`src/rtl/game_sequencer_pkg.sv`:
```
// Shared encodings and defaults for the game sequencer.
package game_pkg;

   localparam int WIN_SCORE_DEF     = 15;
   localparam int HOLD_FRAMES_DEF   = 90;
   localparam int VALID_TIMEOUT_DEF = 16;

   typedef enum logic [2:0] {
      ST_IDLE       = 3'd0,
      ST_RUN        = 3'd1,
      ST_WAIT_VALID = 3'd2,
      ST_POINT_HOLD = 3'd3,
      ST_PAUSED     = 3'd4,
      ST_MATCH_OVER = 3'd5
   } state_t;

   typedef enum logic [1:0] {
      WIN_NONE = 2'd0,
      WIN_P1   = 2'd1,
      WIN_P2   = 2'd2
   } winner_t;

   // Score increment that sticks at the 4-bit ceiling.
   function automatic logic [3:0] sat_inc(input logic [3:0] v);
      return (v == 4'hF) ? v : v + 4'd1;
   endfunction

endpackage

```
`src/rtl/game_sequencer_if.sv`:
```
// Physics-engine step handshake: sequencer requests a step, engine answers once.
interface game_sequencer_if;
   logic       phys_en;
   logic       phys_valid;
   logic       phys_game_over;
   logic [1:0] phys_winner;

   modport master (output phys_en, input phys_valid, phys_game_over, phys_winner);
   modport slave  (input phys_en, output phys_valid, phys_game_over, phys_winner);
endinterface

```
`src/rtl/game_sequencer_edge_detect.sv`:
```
// Rising-edge detector for a debounced level; a held level yields one event.
module edge_detect (
   input  logic clk,
   input  logic rst,
   input  logic i_level,
   output logic o_rise
);
   logic r_level;

   // Keep one cycle of history of the level.
   always_ff @(posedge clk) begin
      if (rst) r_level <= 1'b0;
      else     r_level <= i_level;
   end

   assign o_rise = i_level & ~r_level;
endmodule

```
`src/rtl/game_sequencer.sv`:
```
// Match/point sequencer wrapped around an external physics engine.
//
//  state       | meaning
//  IDLE        | waiting for a start edge
//  RUN         | live play, one physics step per frame tick
//  WAIT_VALID  | physics step outstanding, timeout running
//  POINT_HOLD  | freeze after a point, counting frame ticks
//  PAUSED      | play suspended until the next pause edge
//  MATCH_OVER  | winner latched until a start edge
module game_sequencer
   import game_pkg::*;
#(
   parameter int WIN_SCORE     = WIN_SCORE_DEF,
   parameter int HOLD_FRAMES   = HOLD_FRAMES_DEF,
   parameter int VALID_TIMEOUT = VALID_TIMEOUT_DEF
) (
   input  logic             clk,
   input  logic             rst,
   input  logic             i_frame_tick,
   input  logic             i_start_btn,
   input  logic             i_pause_btn,
   game_sequencer_if.master phys,
   output logic             o_ops_en,
   output logic [3:0]       o_score_p1,
   output logic [3:0]       o_score_p2,
   output logic             o_match_over,
   output logic [1:0]       o_match_winner,
   output logic             o_paused,
   output logic             o_sync_fault,
   output logic [2:0]       o_state
);
   localparam logic [3:0] L_WIN  = 4'(WIN_SCORE);
   localparam logic [7:0] L_HOLD = 8'(HOLD_FRAMES);
   localparam logic [7:0] L_TMO  = 8'(VALID_TIMEOUT);

   state_t     r_state;
   logic       r_phys_en;
   logic [3:0] r_score_p1;
   logic [3:0] r_score_p2;
   winner_t    r_match_winner;
   logic       r_sync_fault;
   logic [7:0] r_valid_cnt;
   logic [7:0] r_hold_cnt;

   logic       w_start_rise;
   logic       w_pause_rise;
   logic [3:0] w_p1_inc;
   logic [3:0] w_p2_inc;

   edge_detect u_start_edge (.clk(clk), .rst(rst), .i_level(i_start_btn), .o_rise(w_start_rise));
   edge_detect u_pause_edge (.clk(clk), .rst(rst), .i_level(i_pause_btn), .o_rise(w_pause_rise));

   assign w_p1_inc = sat_inc(r_score_p1);
   assign w_p2_inc = sat_inc(r_score_p2);

   // Sequencing FSM with its timeout and hold down-counters.
   always_ff @(posedge clk) begin
      if (rst) begin
         r_state        <= ST_IDLE;
         r_phys_en      <= 1'b0;
         r_score_p1     <= 4'd0;
         r_score_p2     <= 4'd0;
         r_match_winner <= WIN_NONE;
         r_sync_fault   <= 1'b0;
         r_valid_cnt    <= 8'd0;
         r_hold_cnt     <= 8'd0;
      end else begin
         r_phys_en <= 1'b0;
         // A completion with no request outstanding is a sync error, except in
         // IDLE where it is the leftover of a request abandoned by reset.
         if (phys.phys_valid && r_state != ST_IDLE && r_state != ST_WAIT_VALID)
            r_sync_fault <= 1'b1;
         case (r_state)
            ST_IDLE: begin
               if (w_start_rise) begin
                  r_score_p1     <= 4'd0;
                  r_score_p2     <= 4'd0;
                  r_match_winner <= WIN_NONE;
                  r_state        <= ST_RUN;
               end
            end
            ST_RUN: begin
               if (i_frame_tick) begin
                  r_phys_en   <= 1'b1;
                  r_valid_cnt <= L_TMO;
                  r_state     <= ST_WAIT_VALID;
               end else if (w_pause_rise) begin
                  r_state <= ST_PAUSED;
               end
            end
            ST_WAIT_VALID: begin
               if (phys.phys_valid) begin
                  if (!phys.phys_game_over) begin
                     r_state <= ST_RUN;
                  end else if (phys.phys_winner == WIN_P1) begin
                     r_score_p1 <= w_p1_inc;
                     if (w_p1_inc == L_WIN) begin
                        r_match_winner <= WIN_P1;
                        r_state        <= ST_MATCH_OVER;
                     end else begin
                        r_hold_cnt <= L_HOLD;
                        r_state    <= ST_POINT_HOLD;
                     end
                  end else if (phys.phys_winner == WIN_P2) begin
                     r_score_p2 <= w_p2_inc;
                     if (w_p2_inc == L_WIN) begin
                        r_match_winner <= WIN_P2;
                        r_state        <= ST_MATCH_OVER;
                     end else begin
                        r_hold_cnt <= L_HOLD;
                        r_state    <= ST_POINT_HOLD;
                     end
                  end else begin
                     r_sync_fault <= 1'b1;
                     r_state      <= ST_RUN;
                  end
               end else begin
                  // Frame overrun: the step is still pending, so no new request.
                  if (i_frame_tick) r_sync_fault <= 1'b1;
                  if (r_valid_cnt <= 8'd1) begin
                     r_sync_fault <= 1'b1;
                     r_state      <= ST_RUN;
                  end else begin
                     r_valid_cnt <= r_valid_cnt - 8'd1;
                  end
               end
            end
            ST_POINT_HOLD: begin
               if (i_frame_tick) begin
                  if (r_hold_cnt <= 8'd1) begin
                     // Final hold step doubles as the re-serve request.
                     r_phys_en   <= 1'b1;
                     r_valid_cnt <= L_TMO;
                     r_state     <= ST_WAIT_VALID;
                  end else begin
                     r_hold_cnt <= r_hold_cnt - 8'd1;
                  end
               end
            end
            ST_PAUSED: begin
               if (w_pause_rise) r_state <= ST_RUN;
            end
            ST_MATCH_OVER: begin
               if (w_start_rise) begin
                  r_score_p1     <= 4'd0;
                  r_score_p2     <= 4'd0;
                  r_match_winner <= WIN_NONE;
                  r_phys_en      <= 1'b1;
                  r_valid_cnt    <= L_TMO;
                  r_state        <= ST_WAIT_VALID;
               end
            end
            default: r_state <= ST_IDLE;
         endcase
      end
   end

   assign phys.phys_en   = r_phys_en;
   assign o_ops_en       = (r_state == ST_RUN) || (r_state == ST_WAIT_VALID);
   assign o_paused       = (r_state == ST_PAUSED);
   assign o_match_over   = (r_state == ST_MATCH_OVER);
   assign o_score_p1     = r_score_p1;
   assign o_score_p2     = r_score_p2;
   assign o_match_winner = r_match_winner;
   assign o_sync_fault   = r_sync_fault;
   assign o_state        = r_state;
endmodule

```
`src/flat_wrapper.sv`:
```
// flat-port wrapper written by rule: the top's interface ports become plain ports
module game_sequencer_flat import game_pkg::*;
#(
   parameter int WIN_SCORE     = WIN_SCORE_DEF,
   parameter int HOLD_FRAMES   = HOLD_FRAMES_DEF,
   parameter int VALID_TIMEOUT = VALID_TIMEOUT_DEF
)
  (clk, rst, i_frame_tick, i_start_btn, i_pause_btn, o_ops_en, o_score_p1, o_score_p2, o_match_over, o_match_winner, o_paused, o_sync_fault, o_state, phys_phys_en, phys_phys_valid, phys_phys_game_over, phys_phys_winner);
  game_sequencer_if phys_i ();
  input  logic clk;
  input  logic rst;
  input  logic i_frame_tick;
  input  logic i_start_btn;
  input  logic i_pause_btn;
  output logic o_ops_en;
  output logic [3:0] o_score_p1;
  output logic [3:0] o_score_p2;
  output logic o_match_over;
  output logic [1:0] o_match_winner;
  output logic o_paused;
  output logic o_sync_fault;
  output logic [2:0] o_state;
  output wire logic [$bits(phys_i.phys_en)-1:0] phys_phys_en;
  input wire logic [$bits(phys_i.phys_valid)-1:0] phys_phys_valid;
  input wire logic [$bits(phys_i.phys_game_over)-1:0] phys_phys_game_over;
  input wire logic [$bits(phys_i.phys_winner)-1:0] phys_phys_winner;
  assign phys_phys_en = phys_i.phys_en;
  assign phys_i.phys_valid = phys_phys_valid;
  assign phys_i.phys_game_over = phys_phys_game_over;
  assign phys_i.phys_winner = phys_phys_winner;
  game_sequencer #(.WIN_SCORE(WIN_SCORE), .HOLD_FRAMES(HOLD_FRAMES), .VALID_TIMEOUT(VALID_TIMEOUT)) u_core (.clk(clk), .rst(rst), .i_frame_tick(i_frame_tick), .i_start_btn(i_start_btn), .i_pause_btn(i_pause_btn), .phys(phys_i), .o_ops_en(o_ops_en), .o_score_p1(o_score_p1), .o_score_p2(o_score_p2), .o_match_over(o_match_over), .o_match_winner(o_match_winner), .o_paused(o_paused), .o_sync_fault(o_sync_fault), .o_state(o_state));
endmodule
```
`config.mk`:
```
export PLATFORM = sky130hd
export DESIGN_NAME = game_sequencer_flat
export DESIGN_NICKNAME = d
export VERILOG_FILES = /design/src/rtl/game_sequencer_pkg.sv /design/src/rtl/game_sequencer_if.sv /design/src/rtl/game_sequencer_edge_detect.sv /design/src/rtl/game_sequencer.sv /design/src/flat_wrapper.sv
export SDC_FILE = /design/constraint.sdc
export NUM_CORES = 1
export LEC_CHECK = 0
export ABC_AREA = 0
export BUFFER_PORTS_ARGS = -buffer_cell sky130_fd_sc_hd__buf_2
export CAP_MARGIN = 10
export CORE_ASPECT_RATIO = 0.7
export CORE_UTILIZATION = 50
export CTS_BUF_LIST = sky130_fd_sc_hd__clkbuf_8
export DETAILED_ROUTE_END_ITERATION = 7
export HOLD_SLACK_MARGIN = 0.12
export PLACE_DENSITY = 0.71
export SYNTH_ARGS = -nofsm -noshare
export SYNTH_HDL_FRONTEND = slang
export SYNTH_SLANG_ARGS = --single-unit
```
`constraint.sdc`:
```
create_clock -name clk -period 3 [get_ports clk]
set_input_delay 0.9 -clock clk [delete_from_list [all_inputs] [get_ports clk]]
set_output_delay 0.9 -clock clk [all_outputs]
set_load 0.01 [all_outputs]
```
After elaboration in Yosys (flattened, before gate mapping)

Index checks and enable logic that the tools add are counted.

Add/subtract/negate cells: 4
Muxes and demuxes: 64
Reductions and logical operators: 15
Equal/unequal tests: 34
Bitwise gates (word level): 4
Order comparisons: 2

Operators by type and width:

| kind                  | number |
|---|---|
| $mux W8               | 14 |
| $mux W3               | 14 |
| $mux W4               | 10 |
| $pmux W8 S4           | 1 |
| $reduce_and A7 Y1     | 3 |
| $ne A2 B2 Y1 const B  | 9 |
| $pmux W3 S6           | 1 |
| $eq A4 B4 Y1 const B  | 4 |
| $le A8 B1 Y1 const B  | 2 |
| $pmux W4 S2           | 2 |
| $pmux W8 S2           | 1 |
| $sub A8 B1 Y8 const B | 2 |
| $mux W2               | 7 |
| $mux W1               | 12 |
| $ne A2 B1 Y1 const B  | 6 |
| $ne A3 B2 Y1 const B  | 3 |
| $ne A3 B3 Y1 const B  | 3 |
| $add A4 B1 Y4 const B | 2 |
| $reduce_and A8 Y1     | 1 |
| $eq A3 B2 Y1 const B  | 2 |
| $eq A3 B3 Y1 const B  | 2 |
| $ne A3 B1 Y1 const B  | 2 |
| $reduce_and A6 Y1     | 1 |
| $reduce_and A5 Y1     | 1 |
| 14 further kinds      | 18 |

Output and inout bits: 18
Bits of input ports: 9
Logic and storage cells: 133
Register bits: 33

Longest topological paths before layout

Gate-level depths: netlist of the first run.

Depth after elaboration: 9
Mapped depth: 8

Hierarchy

From an unflattened synthesis of the first run, not the netlist that was laid out.

Cell total of the unflattened synthesis: 253
Area total of the unflattened synthesis: 2,077.0 um^2

Modules (own cells, without submodules):

| module         | seq. area each (um^2) | cells each | instances | area each (um^2) |
|---|---|---|---|---|
| game_sequencer | 620.6                 | 247        | 1         | 1,981.9 |
| edge_detect    | 20.0                  | 3          | 2         | 47.5 |

Worst setup path after synthesis of the first run

OpenSTA, ideal clock, no wires.

Kind: input -> register
Start: input i_frame_tick
End: register u_core.r_state[2] (netlist: u_core.o_state[2])
Buffers on the path: 0
Library setup time: 0.069 ns
Arrival: 2.178 ns
Data required time: 2.931 ns
Stages: 5
Path slack: 0.753 ns
Path through: inv_1 > o41ai_4 > a21bo_2 > or4_1 > o21ai_1

Longest elaborated chain between the ends: 2
Elaborated cells on any way between the ends: 5
Those cells by class: eq/ne: 2; mux: 2; reduce/logical: 1

RTL lines:

| element                                                           | line                 | source |
|---|---|---|
| start: declaration                                                | flat_wrapper.sv:12   | `input logic i_frame_tick;` |
| $ne A3 B3 Y1 (no source line), or another cell as far along       | --                   |  |
| $reduce_and A7 Y1 (no source line) or $pmux W3 S6 (tied branches) | --                   |  |
| end signal: assignment                                            | game_sequencer.sv:59 | `r_state <= ST_IDLE;` |
| end signal: assignment                                            | game_sequencer.sv:79 | `r_state <= ST_RUN;` |
| end signal: assignment                                            | game_sequencer.sv:86 | `r_state <= ST_WAIT_VALID;` |
| end: declaration                                                  | game_sequencer.sv:36 | `state_t r_state;` |

Several ways; a longest one is shown, not always the timed one.
A chain may end at the register's enable or synchronous reset.

Final worst setup path of the first run

Start: register u_core.r_hold_cnt[3]
End: register u_core.r_valid_cnt[3]

Longest elaborated chain between the ends: 3

RTL lines:

| element                            | line                  | source |
|---|---|---|
| start: declaration                 | game_sequencer.sv:43  | `logic [7:0] r_hold_cnt;` |
| start signal: assignment           | game_sequencer.sv:136 | `r_hold_cnt <= r_hold_cnt - 8'd1;` |
| $le A8 B1 Y1                       | game_sequencer.sv:130 | `if (r_hold_cnt <= 8'd1) begin` |
| $ne A2 B1 Y1 (no source line)      | --                    |  |
| $reduce_and A7 Y1 (no source line) | --                    |  |
| end signal: assignment             | game_sequencer.sv:124 | `r_valid_cnt <= r_valid_cnt - 8'd1;` |
| end: declaration                   | game_sequencer.sv:42  | `logic [7:0] r_valid_cnt;` |

No other way between the ends.

==> results.txt, run 1 <==
The first routing iteration left 136 violations. The worst setup slack after layout was 627.8 ps. Clock tree synthesis found a total of 33 sinks. In the final routed layout, each cell accounts on average for 14.60 um. The library cell used most frequently in the layout, excluding fill and tap cells, is dfxtp_1.

The clock insertion delay at the later pin of the skew report was 290 ps; the share of flip-flops with an asynchronous set or reset after synthesis was 0%. Number of antenna violations at the first check in global routing: 0. The type of element capturing the critical path is a flip-flop. The logs give 3220 ps for the required time of the critical path and 0 for the max capacitance violation total. TritonCTS built the clock tree.

The worst register-to-register path begins at u_core.r_hold_cnt[3]$_SDFFE_PP0P_. Summing all placed instances gives a cell area of 2171 um^2. Setup repair after global routing left no endpoint under its margin. In this run, post-CTS repair resized a total of 0 instances. The detailed-route vias per instance is 5.935. In this run the power density over the cells is 924.6 nW/um^2.

In this design, the stage delay of the slowest critical-path cell is 590 ps. The via count was 1,923. The overall die width is 77.49 um.

The max-slew violation total from the final report came out at 0. Tracing the worst setup path back leads to its startpoint at u_core.r_hold_cnt[3]$_SDFFE_PP0P_. Walking the worst path, the cells encountered are or4_4, o41ai_4, o211ai_1, buf_4, or4_1, a21oi_1. The filler cell count was 342; the routed wire length was 4.730 mm. Measured along the y axis, the die boundary spans 54.84 um. After global routing the overflow that remains totals 0. The run finished with clean final reports. 27 I/O pins were placed.

The area overhead of the layout relative to synthesis is 13.17%, and the synthesis warning total is 0. CTS placed an instance of clkbuf_8 at the clock tree root. The mean cell area of the mapped netlist was 8.075 um^2. Summed over all cells, the static leakage comes to 0.8760 nW. After synthesis the cells add up to 1994 um^2. The share of final-layout standard cells stronger than drive strength 1 works out to 17.15%.

The smallest clock period supported by the final layout is computed as 2372 ps. The global-route wire length before repair came out at 7.900 mm. In this run the worst path has a maximum fanout of 13.

The area share of the leading cell type in the synthesized netlist is 33.12%, and the number of remaining DRC errors is 0. The HPWL after detailed placement is 3.436 mm. On the critical path the largest part of the delay comes from simple AND/OR/NAND/NOR gates. Among all flip-flop cells after synthesis, the most frequent one is dfxtp_1.

For the post-synthesis net count, the log shows 262. In the post-synthesis netlist, the biggest area contributors are dfxtp_1, a21oi_1, ha_1, o21ai_0, nor2_1. The setup TNS was 0 ps. Path type of the worst min-delay path: flip-flop to flip-flop.

Global-route usage over all layers: 24.51%. The logs give 0 for the hold violation count in the final report and 0 for the number of buffers inserted to repair setup after CTS. After clock tree synthesis, the clock-pin slew on the worst setup and hold paths is 70 ps. Port buffering added 26 buffers.

Buffers inserted to repair hold after CTS numbered 0. The cell count after synthesis is 247, and the count of cell types in the netlist is 50. The logs give 1,627 for the via count of the first global-routing pass and 30 for the largest net degree at the start of global routing. Peak ir drop on the vdd network: 0.3939 mV.

The startpoint type of the worst setup path is a flip-flop. The run gives 2257 um^2 as the cell area after layout. The top achievable clock speed was 421.6 MHz.

The detail route stage leaves a number of antenna-violating nets equal to 0. The row count came out at 18. The final critical path takes up 79.07% of the cycle. CTS built an H-tree with a depth of 2. The number of antenna diodes in the final layout is 0. The die covers 4249 um^2. The first TritonRoute pass finished after 4 iterations. The run gives 289 as the number of nets in the layout. The synthesized design spends more area on one cell type than any other, namely dfxtp_1. The floorplan step defined a core boundary enclosing 3671 um^2. The critical path arrival was 2590 ps; the post-synthesis sequential area ratio was 33.12%. At the pin with the least slew margin, the transition time is 632.7 ps.

Routability-driven placement finished with a final weighted congestion of 0.8688. The worst hold path begins at u_core.o_sync_fault$_SDFF_PP0_. The clock arrives with 6.803 ps of skew. The worst setup slack after placement was 423.0 ps. The setup path with the least slack is of type flip-flop to flip-flop.

The combined buffer and inverter count along the critical path was 1. The largest individual stage delay along the critical path comes from the cell or4_4. The TritonCTS buffer count was 5. The total of endpoints with negative setup slack in the final report is 0. The library cells used most frequently in the layout, excluding fill and tap cells, are dfxtp_1, buf_2, a21oi_1. The worst pin sits at a relative slew slack of 57.43%. The starting utilization of the core area was 54.33%.

After synthesis the netlist holds a flip-flop and latch count of 33. Number of buffers between clock root and the deepest sink: 2. The count of flip-flops with a built-in enable after synthesis was 0.
[cells in the mapped netlist, types with 2 or more instances]
cell type and n:
or3_1 3, a221oi_1 2, o21a_1 3, ha_1 6
a311o_1 2, a311oi_1 4, xnor2_1 5, and3b_1 3
dfxtp_1 33, a22oi_1 3, nor3_1 4, nand2b_1 4
o21ai_0 15, nand2_1 15, inv_1 15, nand3b_1 4
or4_1 5, nor3b_1 3, o31ai_1 8, o21ba_2 2
a31oi_1 3, clkbuf_1 7, or2_2 4, o22ai_1 4
nor2_1 19, o211ai_1 2, o32ai_1 3, a21oi_1 22
nand4b_1 3, nand4_1 4, nor2b_1 5, a211oi_1 6
xor2_1 2, nand3_1 8
[sequential cells by signal, summed over array words and instances, names as in the netlist]
register,cells
u_core.r_hold_cnt,8
u_core.o_score_p2,4
u_core.o_score_p1,4
u_core.u_start_edge.r_level,1
u_core.o_sync_fault,1
u_core.o_match_winner,2
u_core.u_pause_edge.r_level,1
u_core.r_valid_cnt,8
u_core.o_state,3
u_core.phys.phys_en,1
[power by group]
part | total (mW) | switching [mW] | internal, mW
clock network | 0.340 | 0.162 | 0.179
logic | 1.06 | 0.631 | 0.429
registers | 0.687 | 0.136 | 0.550
total | 2.09 | 0.929 | 1.16
[path summary, 6_finish.rpt]
check,slack (ps),depth (start not counted),endpoint
max,630,6,u_core.r_valid_cnt[3]$_SDFFE_PP0P_
min,470,2,u_core.o_sync_fault$_SDFF_PP0_
max reg2reg,630,6,u_core.r_valid_cnt[3]$_SDFFE_PP0P_
min reg2reg,470,2,u_core.o_sync_fault$_SDFF_PP0_
[metal layers]
metal	share of wire, %	track usage, %	up-vias
li1	-	-	985
met4	1.2	8.176	0
met2	40	34.66	49
met3	5.7	5.500	7
met5	0	0	-
met1	53	36.16	882
[logic make-up after synthesis]
family	Yosys count	share of synthesized area, %
DFF	33	33.12
buffers and inverters	25	5.144
and+or+nand+nor	88	24.53
AOI/OAI and AO/OA	88	30.36
xor gates and xnor gates	7	3.074
adders and majority gates	6	3.764
[final cells by class]
class	count	area, um^2	area share [%]
clock buffers	6	82.58	3.659
repair buffers	30	160.2	7.095
multi-input cells	189	1231	54.55
well taps	50	62.56	2.772
clock inverters	1	3.754	0.1663
flip-flops and latches	33	660.6	29.27
inverters	15	56.30	2.494
[tightest hold or removal path, delay by kind of cell, from the launching register on]
kind	cells	cell delay, ps
AOI/OAI and AO/OA	1	60
buffers and inverters	1	40
DFF	1	310
[per-stage QoR]
step	utilization [%]	power (mW)	hold WS [ps]	cells
2_1_floorplan	-	1.491	446.7	247
3_3_place_gp	59.13	1.720	463.3	317
3_5_place_dp	59.13	1.740	464.9	317
4_1_cts	61.49	2.087	474.7	324
5_1_grt	61.49	2.267	495.4	324
6_report	61.49	2.087	470.0	324
Note: power is estimated with default switching activity, not from simulation.
==> run 2, diff against run 1 <==
Settings changed: ABC_AREA 0 to 1, PLACE_DENSITY 0.71 to 0.73.
Clock period 3 ns to 2.09 ns, I/O delays scaled along.
==> run 2 against run 1 <==
Net effect: critical endpoint is now o_ops_en; combinational power is 60% higher; count of clock-buffer cells in the layout is 1 higher; largest cell class unchanged; via count is 17% higher; critical path depth stayed put; worst setup slack worse by 560 ps; sequential share of layout area is 3.7 points lower; cell count is 36% higher; sequential power is 36% higher.
==> results.txt, run 2 <==
STA classifies the critical path endpoint as an output pin. The critical path arrival came out at 1390 ps (-1200 ps). The count of cell types in the netlist was 33 (-34%). The largest stage delay on the critical path was 430 ps (-160 ps); the maximum fanout along the worst path was 9 (-4). The filler cell count was 392 (+15%). For the synthesis warning total, the log shows 0 (unchanged).

The run gives 2245 um^2 (+13%) as the mapped cell area. The leakage dissipation was 1.238 nW (+41%). The startpoint-to-endpoint class of the critical path was flip-flop to output pin. The number of antenna cells inserted was 0 (unchanged).

Clock tree root buffer cell: clkbuf_8. For the count of antenna-violating nets left after detailed routing, the log shows 0 (unchanged). The final-layout worst hold slack is 490.5 ps (+20.47 ps), and the clock insertion delay at the later pin of the skew report is 280 ps (about the same). The total of flip-flops plus latches after synthesis is 33 (unchanged), and the cell count after synthesis is 352 (+43%). The run gives 19 (+1) as the row count. After synthesis, the cell types taking the most area are dfxtp_1, nand2_1, nor2_1, inv_1, a21oi_1. The area share of the leading cell type in the synthesized netlist works out to 29.43% (-3.7 points). The most common cell in the synthesized netlist is nand2_1. The share of the cycle needed by the critical path after routing works out to 96.74%. The worst path in the final design needs a cycle of 2022 ps, including I/O delays and setup.

The number of remaining DRC errors was 0 (unchanged). The tools report the post-synthesis net count as 367 (+40%). For the via count of the first global-routing pass, the log shows 1,898 (+17%). The power consumption is 3.169 mW (+52%).

For the initial detailed-routing violation count, the log shows 105 (-23%). The logs give 16 (-47%) for the largest net degree at the start of global routing and 8.473 mm (+7.3%) for the global-route wire length before repair. The run gives 2 (unchanged) as the maximum level of the CTS H-tree. The run gives 0 ps (unchanged) as the setup TNS.

TritonCTS built the clock tree. The tools report the startpoint type of the worst setup path as a flip-flop. The tools report the overall die area as 4766 um^2 (+12%). The required time of the critical path is 1460 ps (-1760 ps).

The predominant post-synthesis flop cell was dfxtp_1. The number of antenna violations at the first check in global routing came out at 0 (unchanged). The combined buffer and inverter count along the critical path came out at 3 (+2). Summed over all instances, the cell type with the most area after synthesis is dfxtp_1.

For the peak ir drop on the vdd network, the log shows 0.6939 mV (+76%). The largest registers in the layout are u_core.r_hold_cnt (8), u_core.r_valid_cnt (8). The share of flip-flops with an asynchronous set or reset after synthesis was 0% (unchanged). The number of nets in the layout is 403 (+39%), and the TritonCTS buffer count is 5 (unchanged). The share of final-layout standard cells stronger than drive strength 1 was 18.77% (+1.6 points); the number of detailed-route iterations in the first pass was 5 (+1).

For the clock sink count, the log shows 33 (unchanged). The tools report the residual overflow from global routing as 0 (unchanged). The logs give 432 (+36%) for the number of instances in the placed design and 4.982 mm (+5.3%) for the routed wire length. The final instance count without filler cells came out at 441 (+36%). The mean cell area of the mapped netlist was 6.377 um^2 (-21%); the overall die width was 82.09 um (+5.9%).

For the worst setup slack after placement, the log shows 200.2 ps (-222.8 ps). The tools report the post-synthesis sequential area ratio as 29.43% (-3.7 points). The starting utilization of the core area is 54.58% (+0.25 points).

The max capacitance violation total was 0 (unchanged). In this run the worst hold path is classified as flip-flop to flip-flop. Standard cell with the maximum stage delay on the critical path: dfxtp_1.

Number of buffers added on ports: 26 (unchanged). The max-slew violation total from the final report was 0 (unchanged). The final estimated routing congestion in global placement is 0.8512 (-2.0%). The number of ports placed on the die boundary is 27 (unchanged). The via count came out at 2,250 (+17%). The worst setup slack after layout is 68.14 ps (-559.7 ps), and the count of flip-flops with a built-in enable after synthesis is 0 (unchanged). Ratio of total power to cell area: 1227 nW/um^2 (+33%). Counting instances in the post-synthesis netlist gives the leading cell types as nand2_1, nor2_1, inv_1, dfxtp_1, a21oi_1.

Relative to the synthesized area, the layout overhead comes to 15.05%. Setup repair after global routing left no endpoint under its margin. The post-detailed-placement cell area was 2466 um^2 (+14%). The final worst clock skew came out at 5.323 ps (-1.480 ps). The final routed wire length divided by cell count is 11.30 um (-23%), and the headroom to the max-slew limit is 79.85% (+22 points). The logs give 4113 um^2 (+12%) for the placeable core area and 23.27% (-1.2 points) for the global-route usage over all layers.

The clock edge transition at the registers on the reported setup and hold paths works out to 70 ps (about the same). The signal on the critical path passes through inv_2, nand2_4, nor2_4, inv_4, nand2_1, buf_2. The library cell used most frequently in the layout, excluding fill and tap cells, is nand2_1. The slew at the pin closest to its max-slew limit came out at 301.9 ps (-330.8 ps). The total of endpoints with negative setup slack in the final report was 0 (unchanged). The library cells used most frequently in the layout, excluding fill and tap cells, are nand2_1, nor2_1, inv_1. The hold violation count in the final report was 0 (unchanged); the detailed-route vias per instance was 5.102 (-14%). The fraction of the core area covered by cells at the end of the flow came out at 62.79% (+1.3 points). The half-perimeter wire length after detailed placement was 3.875 mm (+13%); the number of buffers between clock root and the deepest sink was 2 (unchanged). The flow ran to the end, and the final reports show no timing, DRC or antenna violations. The run gives 2582 um^2 (+14%) as the cell area after layout. The die outline height works out to 58.06 um (+5.9%). The kind of cell adding the most delay to the critical path is buffers and inverters. Timing would allow up to 494.6 MHz.
## run 2: cell types whose count changed after synthesis, sizes merged, moves of 5 or more
cell    change
a211oi      -6
a21oi       +8
inv        +34
nand2      +83
nand3      +14
nand4      +12
nor2       +44
nor2b       -5
o31ai       -7
or4         -6
## run 2: power breakdown
| part | internal, mW | switching, mW | leakage, nW | total (mW) |
|---|---|---|---|---|
| clock network | 0.298 | 0.232 | 0.0542 | 0.529 |
| registers | 0.788 | 0.150 | 0.270 | 0.937 |
| logic | 0.632 | 1.07 | 0.914 | 1.70 |
| total | 1.72 | 1.45 | 1.24 | 3.17 |
## run 2: worst reg2reg max path: cells and delay by family, from the launching register on
family	cells	cell delay, ps
compound gates	2	210
simple gates	6	940
fa+ha+maj	1	250
flops	1	430
## run 2: logic make-up after synthesis
logic type | synth area share (%)
AND/OR/NAND/NOR | 43.42
XOR/XNOR | 2.341
flip-flops | 29.43
AO/OA/AOI/OAI | 12.65
adder cells (fa/ha/maj) | 3.344
buffers and inverters | 8.807
## run 2: routing by layer
layer / global-route usage [%] / up-vias / part of all wire (%)
li1: - / 1208 / -
met1: 35.70 / 968 / 54
met2: 32.11 / 65 / 38
met3: 4.724 / 9 / 6.2
met4: 6.767 / 0 / 1.0
met5: 0 / - / 0
## run 2: path summary, 6_finish.rpt
kind / start / slack [ps] / endpoint / depth (start not counted)
min reg2reg: u_core.r_valid_cnt[0]$_SDFFE_PP0P_ / 490 / u_core.r_valid_cnt[0]$_SDFFE_PP0P_ / 2
max: u_core.o_state[2]$_SDFFE_PP0P_ / 70 / o_ops_en / 6
max reg2reg: u_core.o_score_p2[0]$_SDFFE_PP0P_ / 190 / u_core.r_hold_cnt[4]$_SDFFE_PP0P_ / 9
min: u_core.r_valid_cnt[0]$_SDFFE_PP0P_ / 490 / u_core.r_valid_cnt[0]$_SDFFE_PP0P_ / 2
## run 2: area by class of cell
type | instances | area [um^2] | share of cell area, %
sequential | 33 | 660.6 | 25.58
clock buffer | 7 | 96.34 | 3.731
tap | 52 | 65.06 | 2.519
clock inverter | 1 | 5.005 | 0.1938
inverter | 49 | 186.4 | 7.219
multi-input combinational | 267 | 1394 | 53.97
timing repair buffer | 32 | 175.2 | 6.783
## run 2: what timing repair did
action                     4_1_cts  5_1_grt
gates resized for setup          0        3
buffers inserted                 1        0
setup endpoints to repair        1        9
cloned                           0        0
hold buffers                     0        0
pin swaps                        1        0
==> run 3, diff against run 2 <==
Settings changed: PLACE_DENSITY 0.73 to 0.7.
Clock period 2.09 ns to 2.5 ns, I/O delays scaled along.
==> run 3 against run 2 <==
Net effect: sequential share of layout area up 0.65 points; highest routed layer unchanged; via count shrank 2.5%; register-to-register slack gained 340 ps; global-route usage is 0.061 points lower; first-iteration DRC count decreased by 17%; utilization decreased by 1.6 points; clock skew up 4.2 ps; non-clock buffer count is 5 lower; sequential power decreased by 16%; combinational power fell by 19%.
==> results.txt, run 3 (same netlist as run 2, synthesis figures left out) <==
The flow ran to the end, and the final reports show no timing, DRC or antenna violations. The multi-input combinational cell area came out at 1386 um^2 (-0.54%). The tools report the beginning of the worst register-to-register path as u_core.o_score_p2[1]$_SDFFE_PP0P_. The number of antenna violations at the first check in global routing came out at 0 (unchanged).

Clock insertion delay at the later pin of the skew report: 290 ps (about the same). The worst setup path is captured at an output pin. The largest net degree at the start of global routing was 28 (+12); the initial detailed-routing violation count was 87 (-17%). The final routed wire length divided by cell count came out at 11.78 um (+4.2%).

The largest registers in the layout are u_core.r_hold_cnt (8), u_core.r_valid_cnt (8). The startpoint identified for the worst hold timing path is u_core.r_valid_cnt[2]$_SDFFE_PP0P_. For the placeable core area, the log shows 4113 um^2 (unchanged). The number of buffers between clock root and the deepest sink came out at 2 (unchanged). The die outline height is 58.06 um (unchanged), and the starting utilization of the core area is 54.58% (unchanged).

The tools report the headroom to the max-slew limit as 63.04% (-17 points). Number of ports placed on the die boundary: 27 (unchanged). The commonest non-fill, non-tap cell in the layout was nand2_1.

Timing startpoint of the critical path: u_core.o_state[2]$_SDFFE_PP0P_. Peak ir drop on the vdd network: 0.5135 mV (-26%). The number of nets in the layout was 398 (-1.2%); the share of final-layout standard cells stronger than drive strength 1 was 16.67% (-2.1 points).

Clock tree synthesis selected as its root buffer the cell clkbuf_8. The worst hold path terminates at u_core.r_valid_cnt[2]$_SDFFE_PP0P_. The maximum fanout along the worst path is 9 (unchanged). The number of remaining DRC errors is 0 (unchanged), and the worst setup slack after layout is 274.4 ps (+206.3 ps). The depth of the most critical reg-to-reg path is 9 (unchanged), and the clock sink count is 33 (unchanged).

The leakage dissipation came out at 1.214 nW (-2.0%). The number of buffers added on ports is 26 (unchanged), and the global-route wire length before repair is 8.418 mm (-0.65%). The tools report the maximum level of the CTS H-tree as 2 (unchanged). The number of cells traversed by the worst hold path is 2 (unchanged). The endpoint identified for the worst register-to-register timing path is u_core.r_hold_cnt[2]$_SDFFE_PP0P_. The min-delay analysis places its worst path in the category flip-flop to flip-flop.

The top achievable clock speed came out at 449.3 MHz. The logs give 0 (unchanged) for the number of antenna cells inserted and 0 (unchanged) for the total of endpoints with negative setup slack in the final report. The worst setup slack after placement was 482.2 ps (+282.0 ps). The run gives 1,855 (-2.3%) as the via count of the first global-routing pass. The run gives 1750 ps (+290 ps) as the required time of the critical path. The TritonCTS buffer count is 5 (unchanged). Global-route usage over all layers: 23.20% (-0.061 points). Leaving out fill and tap cells, the most frequent cells in the layout are nand2_1, nor2_1, inv_1. The logs give 0 (unchanged) for the hold violation count in the final report and 0 (unchanged) for the number of instances resized during post-cts repair. The share of the cycle needed by the critical path after routing was 89.02%; the final worst clock skew was 9.492 ps (+4.168 ps).

TritonCTS built the clock tree. The number of detailed-route iterations in the first pass was 4 (-1). Setup repair after global routing left no endpoint under its margin. The run gives 418 (+6.6%) as the filler cell count. The internal reg-to-reg setup slack was 530 ps (+340 ps); the max-slew violation total from the final report was 0 (unchanged). The slew at the pin closest to its max-slew limit was 554.3 ps (+252.4 ps). The footprint of the flip-flops and latches was 660.6 um^2 (unchanged). The detailed-route vias per instance works out to 5.032 (-1.4%). Routed wire length: 5.134 mm (+3.1%).

For the cell area after layout, the log shows 2519 um^2 (-2.5%). Residual overflow from global routing: 0 (unchanged). The worst path in the final design needs a cycle of 2226 ps, including I/O delays and setup. The hold buffer count at CTS is 0 (unchanged). The clock edge transition at the registers on the reported setup and hold paths was 70 ps (about the same). The tools report the number of buffers inserted to repair setup after CTS as 0 (-1). The tools report the critical path arrival as 1480 ps (+90 ps).

Overall die area: 4766 um^2 (unchanged). The half-perimeter wire length after detailed placement is 3.785 mm (-2.3%), and the count of antenna-violating nets left after detailed routing is 0 (unchanged). The overall die width is 82.09 um (unchanged). Row count: 19 (unchanged). The via count is 2,194 (-2.5%). The post-detailed-placement cell area came out at 2436 um^2 (-1.2%).

The startpoint-to-endpoint class of the critical path was flip-flop to output pin. For the max capacitance violation total, the log shows 0 (unchanged). Compared with the post-synthesis result, the final layout area differs by 12.21%. Setup TNS: 0 ps (unchanged). Startpoint type of the worst setup path: a flip-flop. The final estimated routing congestion in global placement came out at 0.8893 (+4.5%). The ratio of total power to cell area is 1017 nW/um^2 (-17%).
run 3: cell types whose count changed in the layout (fill, tap and decap cells not counted), sizes merged:
| cell | previous run | this run |
|---|---|---|
| buf | 32 | 27 |
| clkbuf | 7 | 5 |
| inv | 49 | 50 |
| clkinv | 1 | 2 |
run 3: final cells by class:
cell class | count | share of cell area, %
clock buffer | 5 | 2.732
clock inverter | 3 | 0.5464
multi-input combinational | 267 | 55.04
tap | 52 | 2.583
inverter | 49 | 7.402
timing repair buffer | 27 | 5.464
sequential | 33 | 26.23
run 3: metrics by stage:
step                      utilization (%)  power (mW)  hold WS, ps  cells
final                               61.24       2.561        483.0    436
after global routing                61.24       2.820        513.5    436
after CTS                           61.24       2.567        479.0    436
after detailed placement            59.23       2.164        468.4    428
after global placement              59.23       2.151        467.4    428
after floorplan                         -       1.853        448.5    352
run 3: how the worst max path moves through the flow:
stage / slack, ps / depth (start not counted) / to
finish: 270 / 6 / o_ops_en
global route: 180 / 6 / o_ops_en
CTS: 270 / 6 / o_ops_en
detailed placement: 480 / 10 / u_core.r_hold_cnt[1]$_SDFFE_PP0P_
global placement: 490 / 10 / u_core.r_hold_cnt[1]$_SDFFE_PP0P_
floorplan: 540 / 9 / u_core.r_hold_cnt[1]$_SDFFE_PP0P_
run 3: where the power goes:
group	total, mW	switching [mW]	internal [mW]
clock network	0.397	0.208	0.189
logic	1.38	0.883	0.496
registers	0.786	0.127	0.658
run 3: layer usage:
layer | share of wire, % | track usage (%) | vias to the layer above
met5 | 0 | 0 | -
met4 | 0.66 | 6.767 | 0
met3 | 5.1 | 4.724 | 4
met2 | 39 | 32.35 | 55
met1 | 56 | 35.39 | 943
li1 | - | - | 1192
run 3: critical path: stages, from the launching register on:
cell	delay, ps
dfxtp_1	360
inv_2	170
nand2_4	90
nor2_4	220
inv_4	140
nand2_1	80
buf_2	120
